File: config.mk
export PLATFORM = sky130hd
export DESIGN_NAME = des_core_arbiter_flat
export DESIGN_NICKNAME = d
export VERILOG_FILES = /design/src/rtl/des_pkg.sv /design/src/rtl/des_core_arbiter_if.sv /design/src/rtl/rr_arb2.sv /design/src/rtl/des_core_arbiter.sv /design/src/flat_wrapper.sv
export SDC_FILE = /design/constraint.sdc
export NUM_CORES = 1
export LEC_CHECK = 0
export CAP_MARGIN = 0
export CORE_AREA = 10 10 197 199
export CTS_BUF_LIST = sky130_fd_sc_hd__clkbuf_8 sky130_fd_sc_hd__clkbuf_16
export DETAILED_ROUTE_END_ITERATION = 16
export DIE_AREA = 0 0 207 209
export SYNTH_ARGS = -nofsm -noshare
export SYNTH_HDL_FRONTEND = slang
export SYNTH_SLANG_ARGS = --single-unit
File: constraint.sdc
create_clock -name clk -period 11.19 [get_ports clk]
set_input_delay 2.238 -clock clk [delete_from_list [all_inputs] [get_ports clk]]
set_output_delay 2.238 -clock clk [all_outputs]
set_load 0.02 [all_outputs]
File: src/rtl/des_pkg.sv
// Shared widths, round count and FSM state type for the DES core arbiter.
package des_pkg;
  localparam int DES_BLK_W  = 64;
  localparam int DES_KEY_W  = 64;
  localparam int DES_ROUNDS = 16;

  typedef enum logic [1:0] {
    IDLE = 2'd0,
    LOAD = 2'd1,
    WAIT = 2'd2,
    RESP = 2'd3
  } arb_state_t;
endpackage

File: src/rtl/des_core_arbiter_if.sv
// Bus bundle around the DES arbiter: two request ports, the response port and the core link.
interface des_core_arbiter_if
  import des_pkg::*;
#(
  parameter int BLK_W = DES_BLK_W,
  parameter int KEY_W = DES_KEY_W
);
  logic             req0_valid;
  logic             req0_ready;
  logic [BLK_W-1:0] req0_data;
  logic [KEY_W-1:0] req0_key;
  logic             req1_valid;
  logic             req1_ready;
  logic [BLK_W-1:0] req1_data;
  logic [KEY_W-1:0] req1_key;
  logic             resp_valid;
  logic             resp_ready;
  logic [BLK_W-1:0] resp_data;
  logic             resp_id;
  logic             resp_err;
  logic             busy;
  logic             core_start;
  logic [BLK_W-1:0] core_din;
  logic [KEY_W-1:0] core_key;
  logic             core_ready;
  logic [BLK_W-1:0] core_dout;

  // Arbiter side.
  modport slave (
    input  req0_valid, req0_data, req0_key,
    input  req1_valid, req1_data, req1_key,
    input  resp_ready, core_ready, core_dout,
    output req0_ready, req1_ready,
    output resp_valid, resp_data, resp_id, resp_err, busy,
    output core_start, core_din, core_key
  );

  // Requesters, response consumer and core together.
  modport master (
    output req0_valid, req0_data, req0_key,
    output req1_valid, req1_data, req1_key,
    output resp_ready, core_ready, core_dout,
    input  req0_ready, req1_ready,
    input  resp_valid, resp_data, resp_id, resp_err, busy,
    input  core_start, core_din, core_key
  );
endinterface

File: src/rtl/rr_arb2.sv
// Two-way round-robin pick: a lone valid wins outright, a tie goes to the pointer's port.
module rr_arb2 (
  input  logic [1:0] valid,
  input  logic       pointer,
  output logic [1:0] grant,
  output logic       grant_id
);
  assign grant_id = (valid == 2'b11) ? pointer : valid[1];

  generate
    for (genvar gi = 0; gi < 2; gi++) begin : g_grant
      assign grant[gi] = valid[gi] && (grant_id == 1'(gi));
    end
  endgenerate
endmodule

File: src/rtl/des_core_arbiter.sv
// Shares one iterative DES core between two requesters, one operation in flight at a time,
// with a watchdog that turns a silent core into an error response.
module des_core_arbiter
  import des_pkg::*;
#(
  parameter int BLK_W       = DES_BLK_W,
  parameter int KEY_W       = DES_KEY_W,
  parameter int TIMEOUT_CYC = 24
) (
  input  logic               clk,
  input  logic               rst,
  des_core_arbiter_if.slave  bus
);
  localparam int               CNT_W    = (TIMEOUT_CYC > 2) ? $clog2(TIMEOUT_CYC) : 1;
  localparam logic [CNT_W-1:0] CNT_LAST = CNT_W'(TIMEOUT_CYC - 1);

  arb_state_t       state_reg;
  logic             ptr_reg;
  logic             id_reg;
  logic             start_reg;
  logic             busy_reg;
  logic             resp_valid_reg;
  logic             resp_err_reg;
  logic [CNT_W-1:0] cnt_reg;
  logic [BLK_W-1:0] din_reg;
  logic [KEY_W-1:0] key_reg;
  logic [BLK_W-1:0] resp_data_reg;

  logic [1:0]       req_valid;
  logic [1:0]       grant;
  logic             grant_id;
  logic             in_idle;

  assign req_valid = {bus.req1_valid, bus.req0_valid};
  assign in_idle   = (state_reg == IDLE);

  rr_arb2 u_arb (
    .valid    (req_valid),
    .pointer  (ptr_reg),
    .grant    (grant),
    .grant_id (grant_id)
  );

  // Ready is only offered while idle, so nothing is taken during an operation.
  assign bus.req0_ready = in_idle && grant[0];
  assign bus.req1_ready = in_idle && grant[1];

  assign bus.core_start = start_reg;
  assign bus.core_din   = din_reg;
  assign bus.core_key   = key_reg;
  assign bus.resp_valid = resp_valid_reg;
  assign bus.resp_data  = resp_data_reg;
  assign bus.resp_id    = id_reg;
  assign bus.resp_err   = resp_err_reg;
  assign bus.busy       = busy_reg;

  always_ff @(posedge clk or posedge rst) begin
    if (rst) begin
      state_reg      <= IDLE;
      ptr_reg        <= 1'b0;
      id_reg         <= 1'b0;
      start_reg      <= 1'b0;
      busy_reg       <= 1'b0;
      resp_valid_reg <= 1'b0;
      resp_err_reg   <= 1'b0;
      cnt_reg        <= '0;
      din_reg        <= '0;
      key_reg        <= '0;
      resp_data_reg  <= '0;
    end else begin
      case (state_reg)
        IDLE: begin
          // din/key are written only here; the core re-reads the key every round.
          if (|grant) begin
            din_reg   <= grant_id ? bus.req1_data : bus.req0_data;
            key_reg   <= grant_id ? bus.req1_key  : bus.req0_key;
            id_reg    <= grant_id;
            start_reg <= 1'b1;
            busy_reg  <= 1'b1;
            state_reg <= LOAD;
          end
        end
        LOAD: begin
          start_reg <= 1'b0;
          cnt_reg   <= '0;
          state_reg <= WAIT;
        end
        WAIT: begin
          if (bus.core_ready) begin
            resp_data_reg  <= bus.core_dout;
            resp_err_reg   <= 1'b0;
            resp_valid_reg <= 1'b1;
            state_reg      <= RESP;
          end else if (cnt_reg == CNT_LAST) begin
            resp_data_reg  <= '0;
            resp_err_reg   <= 1'b1;
            resp_valid_reg <= 1'b1;
            state_reg      <= RESP;
          end else begin
            cnt_reg <= cnt_reg + CNT_W'(1);
          end
        end
        RESP: begin
          if (bus.resp_ready) begin
            resp_valid_reg <= 1'b0;
            busy_reg       <= 1'b0;
            ptr_reg        <= ~id_reg;
            state_reg      <= IDLE;
          end
        end
        default: state_reg <= IDLE;
      endcase
    end
  end
endmodule

File: src/flat_wrapper.sv
// flat-port wrapper written by rule: the top's interface ports become plain ports
module des_core_arbiter_flat import des_pkg::*;
#(
  parameter int BLK_W       = DES_BLK_W,
  parameter int KEY_W       = DES_KEY_W,
  parameter int TIMEOUT_CYC = 24
)
  (clk, rst, bus_req0_valid, bus_req0_data, bus_req0_key, bus_req1_valid, bus_req1_data, bus_req1_key, bus_resp_ready, bus_core_ready, bus_core_dout, bus_req0_ready, bus_req1_ready, bus_resp_valid, bus_resp_data, bus_resp_id, bus_resp_err, bus_busy, bus_core_start, bus_core_din, bus_core_key);
  des_core_arbiter_if #(.BLK_W(BLK_W), .KEY_W(KEY_W)) bus_i ();
  input  logic clk;
  input  logic rst;
  input wire logic [$bits(bus_i.req0_valid)-1:0] bus_req0_valid;
  input wire logic [$bits(bus_i.req0_data)-1:0] bus_req0_data;
  input wire logic [$bits(bus_i.req0_key)-1:0] bus_req0_key;
  input wire logic [$bits(bus_i.req1_valid)-1:0] bus_req1_valid;
  input wire logic [$bits(bus_i.req1_data)-1:0] bus_req1_data;
  input wire logic [$bits(bus_i.req1_key)-1:0] bus_req1_key;
  input wire logic [$bits(bus_i.resp_ready)-1:0] bus_resp_ready;
  input wire logic [$bits(bus_i.core_ready)-1:0] bus_core_ready;
  input wire logic [$bits(bus_i.core_dout)-1:0] bus_core_dout;
  output wire logic [$bits(bus_i.req0_ready)-1:0] bus_req0_ready;
  output wire logic [$bits(bus_i.req1_ready)-1:0] bus_req1_ready;
  output wire logic [$bits(bus_i.resp_valid)-1:0] bus_resp_valid;
  output wire logic [$bits(bus_i.resp_data)-1:0] bus_resp_data;
  output wire logic [$bits(bus_i.resp_id)-1:0] bus_resp_id;
  output wire logic [$bits(bus_i.resp_err)-1:0] bus_resp_err;
  output wire logic [$bits(bus_i.busy)-1:0] bus_busy;
  output wire logic [$bits(bus_i.core_start)-1:0] bus_core_start;
  output wire logic [$bits(bus_i.core_din)-1:0] bus_core_din;
  output wire logic [$bits(bus_i.core_key)-1:0] bus_core_key;
  assign bus_i.req0_valid = bus_req0_valid;
  assign bus_i.req0_data = bus_req0_data;
  assign bus_i.req0_key = bus_req0_key;
  assign bus_i.req1_valid = bus_req1_valid;
  assign bus_i.req1_data = bus_req1_data;
  assign bus_i.req1_key = bus_req1_key;
  assign bus_i.resp_ready = bus_resp_ready;
  assign bus_i.core_ready = bus_core_ready;
  assign bus_i.core_dout = bus_core_dout;
  assign bus_req0_ready = bus_i.req0_ready;
  assign bus_req1_ready = bus_i.req1_ready;
  assign bus_resp_valid = bus_i.resp_valid;
  assign bus_resp_data = bus_i.resp_data;
  assign bus_resp_id = bus_i.resp_id;
  assign bus_resp_err = bus_i.resp_err;
  assign bus_busy = bus_i.busy;
  assign bus_core_start = bus_i.core_start;
  assign bus_core_din = bus_i.core_din;
  assign bus_core_key = bus_i.core_key;
  des_core_arbiter #(.BLK_W(BLK_W), .KEY_W(KEY_W), .TIMEOUT_CYC(TIMEOUT_CYC)) u_core (.clk(clk), .rst(rst), .bus(bus_i));
endmodule
# Yosys cells after proc, flatten, opt, wreduce, memory -nomap -nowiden
# Cells that the tools add are included.
[classes]
addsub = 1
n_eq_ne = 10
muxes = 21
bitwise = 2
n_reduce_logical = 19
[ops]
columns = ["op", "n"]
rows = [
  ["$mux W64", 4],
  ["$reduce_and A3 Y1", 4],
  ["$mux W5", 2],
  ["$pmux W5 S2", 1],
  ["$reduce_bool A2 Y1", 5],
  ["$mux W2", 4],
  ["$ne A2 B2 Y1 const B", 4],
  ["$pmux W2 S4", 1],
  ["$reduce_and A2 Y1", 4],
  ["$eq A2 B2 Y1 const B", 3],
  ["$mux W1", 6],
  ["$pmux W1 S2", 3],
  ["$add A5 B1 Y5 const B", 1],
  ["$eq A5 B5 Y1 const B", 1],
  ["$logic_and A1 B1 Y1", 4],
  ["$ne A3 B2 Y1 const B", 1],
  ["$eq A2 B1 Y1 const B", 1],
  ["$logic_not A2 Y1", 1],
  ["$not A1 Y1", 2],
  ["$reduce_or A2 Y1", 1],
]
[word_totals]
reg_bits = 205
input_bits = 326
out_inout_bits = 199
elab_cells = 64

# Depth between registers and ports, before layout
[logic_depth]
depth_word = 7
mapped_depth = 8
mapped_depth_nobuf = 5

# Hierarchy
# A second synthesis with hierarchy kept.
[hier_totals]
hier_cells = 773
hier_area_um2 = 8864.8
[by_module_without_submodules]
columns = ["module", "instances", "cells_per_inst", "area_each_um2", "seq_area_each_um2"]
rows = [
  ["des_core_arbiter", 1, 769, 8838.5, 5129.9],
  ["rr_arb2", 1, 4, 26.3, 0.0],
]

# Least setup slack after synthesis
# Ideal clock, no wire load.
[synth_timing]
kind = "input to output"
from = "in bus_req0_valid"
to = "out bus_req1_ready"
arrival_ns = 2.997
required_time_ns = 8.952
setup_slack_ns = 5.955
path_stages = 4
path_buffers = 1
path_cell_list = "and2b_4 > clkbuf_1 > nand2b_1 > nor2_1"
[synth_via]
elab_chain_len = 4
[synth_rtl]
columns = ["element", "line", "rtl"]
rows = [
  ["start: declaration", "flat_wrapper.sv:12", "input wire logic [$bits(bus_i.req0_valid)-1:0] bus_req0_valid;"],
  ["$eq A2 B2 Y1", "rr_arb2.sv:8", "assign grant_id = (valid == 2'b11) ? pointer : valid[1];"],
  ["$mux W1", "rr_arb2.sv:8", ""],
  ["$logic_and A1 B1 Y1", "rr_arb2.sv:12", "assign grant[gi] = valid[gi] && (grant_id == 1'(gi));"],
  ["$logic_and A1 B1 Y1", "des_core_arbiter.sv:46", "assign bus.req1_ready = in_idle && grant[1];"],
  ["end: declaration", "flat_wrapper.sv:22", "output wire logic [$bits(bus_i.req1_ready)-1:0] bus_req1_ready;"],
]
# Every way passes these cells.

# Final worst setup path
[layout_timing]
from = "in bus_req0_valid"
to = "out bus_req0_ready"
[layout_via]
elab_chain_len = 5
[layout_rtl]
columns = ["element", "line", "rtl"]
rows = [
  ["$eq A2 B2 Y1", "rr_arb2.sv:8", ""],
  ["$mux W1", "rr_arb2.sv:8", ""],
  ["$not A1 Y1", "rr_arb2.sv:12", ""],
  ["$logic_and A1 B1 Y1 (*)", "rr_arb2.sv:12", ""],
  ["$logic_and A1 B1 Y1 (*)", "des_core_arbiter.sv:45", "assign bus.req0_ready = in_idle && grant[0];"],
  ["end: declaration", "flat_wrapper.sv:21", "output wire logic [$bits(bus_i.req0_ready)-1:0] bus_req0_ready;"],
]
# Mark *: on every way between the ends. The rest lies on a longest branch, timed or not.

==> flow_summary.json <==
{
  "status": "complete, no violations",
  "core_area_um2": 35100,
  "reg2reg_depth": 5,
  "drt-total-wl_um": 40500,
  "max-cap-violations": 0,
  "peakVddDrop_mv": 0.135,
  "vias": 9184,
  "comb_power_share_pct": 51.4,
  "clock_path_buffers": 3,
  "instances_no_fill": 1884,
  "clock_latency_ns": 0.53,
  "ys_seq_elements": 205,
  "worstHoldPathCells": 2,
  "synthArstFlopShare_pct": 100,
  "clock_skew_ns": 0.00682,
  "viasPerCell": 4.87,
  "ctsResizeCount": 0,
  "die_w_um": 207,
  "final_cell_mix": "clkdlybuf4s50_1, dfrtp_1, nor2_1",
  "avgSynthCellArea_um2": 10.0,
  "criticalPathCategory": "in2out",
  "path_max_fanout": 42,
  "drv_slew": 0,
  "p_leak_nw": 6.11,
  "fin_tns_setup_ns": 0,
  "grt_pass1_wl_um": 60600,
  "cts_hold_buffers": 0,
  "rows": 69,
  "area_growth_syn_to_layout_pct": 65.2,
  "hold_viol": 0,
  "placedCellCount": 1840,
  "hold_path.class": "reg2reg",
  "cts-buffers-inserted": 25,
  "die_h_um": 209,
  "switching_power_w": 0.00168,
  "p_int_w": 0.00258,
  "rr_endpoint": "u_core.bus.core_key[24]",
  "wl_per_cell_um": 21.5,
  "hpwlAfterDp_um": 29600,
  "yosys_warnings": 0,
  "synth_cell_types": 38,
  "cp.required_ns": 8.95,
  "synth_enable_flop_cells": 0,
  "ys_seq_area_share_pct": 54.1,
  "ff2ff_setup_slack_ns": 8.42,
  "dr.pass1.iters": 6,
  "p_per_area_nw_per_um2": 272,
  "floorplan.initialDensity_pct": 27.1,
  "mappedNetlistNets": 1277,
  "layout-drive-gt1-share_pct": 3.80,
  "switching_share_pct": 39.5,
  "ys.flop_type": "dfrtp_1",
  "cts_setup_buffers": 0,
  "fin_crit_sh_pct": 57.8,
  "grt_use_total_pct": 17.6,
  "whs_ns": 0.488,
  "worstHoldEndpoint": "u_core.ptr_reg",
  "htreeDepth": 1,
  "antenna_found_initial": 3,
  "clkTransAtPathRegs_ns": 0.06,
  "netlist_area_um2": 9490,
  "clkSinkCount": 205,
  "antenna_left": 0,
  "setup_viol": 0,
  "cts_tree": "yes",
  "pin_count": 525,
  "routabilityCongestion": 0.805,
  "final_common_cell": "clkdlybuf4s50_1",
  "num-fill-cells": 3366,
  "grt_pass1_vias": 9248,
  "period_minus_slack_ns": 6.47,
  "syn_inst": 946,
  "clkPwrFrac_pct": 18.0,
  "grt_max_degree": 126,
  "grt_setup_unrepaired": "false",
  "fmax_mhz": 155,
  "drt_first_iter_violations": 492,
  "r2r-start": "u_core.state_reg[0]",
  "hp-start": "u_core.ptr_reg",
  "fin_nets": 1737,
  "crit_arrival_ns": 4.23,
  "cp-start-kind": "primary input",
  "tightest_slew_ns": 0.995,
  "seqPwrFrac_pct": 30.6,
  "cts-root-buf": "clkbuf_16",
  "die_area_um2": 43300,
  "end_kind": "output port",
  "grt-ovfl-total": 0,
  "port_buffers": 524,
  "timing.max_slew.rel_slack_pct": 33.7,
  "drc": 0
}
==> power by group through the flow <==
stage,logic (W),clock network [W],registers [W]
after floorplan,0.000746,0,0.00172
after global placement,0.00221,0,0.00130
after detailed placement,0.00222,0,0.00131
after CTS,0.00223,0.000789,0.00131
after global routing,0.00235,0.000819,0.00135
final,0.00219,0.000765,0.00130
==> routing by layer <==
metal	vias to the layer above	part of all wire (%)	global-route usage, %
met2	385	47	29.0
li1	4392	-	-
met5	-	0.052	0
met1	4364	41	21.0
met4	4	1.7	3.37
met3	39	10	7.74
==> critical path: stages <==
cell             delay [ns]
clkdlybuf4s50_1        0.58
and2b_4                0.44
nand2b_1               0.19
and3_1                 0.17
clkdlybuf4s50_1        0.61
==> metrics by stage <==
stage / utilization (%) / setup slack, ns / total power (W) / area (um2)
6_report: 44.7 / 4.72 / 0.00426 / 15700
5_1_grt: 44.7 / 4.62 / 0.00452 / 15700
4_1_cts: 44.7 / 4.73 / 0.00432 / 15700
3_5_place_dp: 42.5 / 4.73 / 0.00353 / 14900
3_3_place_gp: 42.5 / 4.74 / 0.00351 / 14900
2_1_floorplan: - / 3.36 / 0.00247 / 9490
==> kinds of logic (layout without fill, tap and decap cells) <==
group | after synthesis | in the layout | synth area share [%]
compound gates | 344 | 344 | 22.8
fa+ha+maj | 5 | 5 | 0.659
buf+inv | 113 | 589 | 5.75
flops | 205 | 205 | 54.1
mux | 1 | 1 | 0.119
other cells | 0 | 1 | 0
simple gates | 278 | 278 | 16.6
==> worst max-delay path by stage <==
stage	start	endpoint	slack (ns)
finish	bus_req0_valid	bus_req0_ready	4.72
CTS	bus_req0_valid	bus_req0_ready	4.73
global placement	bus_req0_valid	bus_req0_ready	4.74
detailed placement	bus_req0_valid	bus_req0_ready	4.73
global route	bus_req0_valid	bus_req0_ready	4.62
floorplan	rst	u_core.bus.busy	3.36
==> layout make-up <==
cell class	count	area [um2]	area share (%)
diodes	1	2.50	0.0160
clock buffers	28	667	4.25
clock inverters	15	97.6	0.623
inverters	12	53.8	0.343
multi-input cells	628	3830	24.4
flip-flops and latches	205	5130	32.7
well taps	461	577	3.68
repair buffers	534	5320	33.9
==> synth_stat cells, types with 2 or more instances <==
cell | number | area (um2)
dfrtp_1 | 205 | 5130
nor2_1 | 132 | 495
a31oi_1 | 128 | 801
nand3b_1 | 128 | 961
o21ai_0 | 124 | 621
a22o_1 | 64 | 561
buf_2 | 52 | 260
clkbuf_1 | 34 | 128
inv_1 | 11 | 41.3
o21ai_1 | 11 | 55.1
buf_1 | 7 | 26.3
buf_6 | 7 | 78.8
ha_1 | 5 | 62.6
a21oi_1 | 4 | 20.0
nand2_1 | 4 | 15.0
nand4b_1 | 3 | 26.3
and2_1 | 2 | 12.5
nand2b_1 | 2 | 12.5
nor2b_1 | 2 | 12.5
o21a_1 | 2 | 15.0
o22ai_1 | 2 | 12.5
Note: power is estimated with default switching activity, not from simulation.
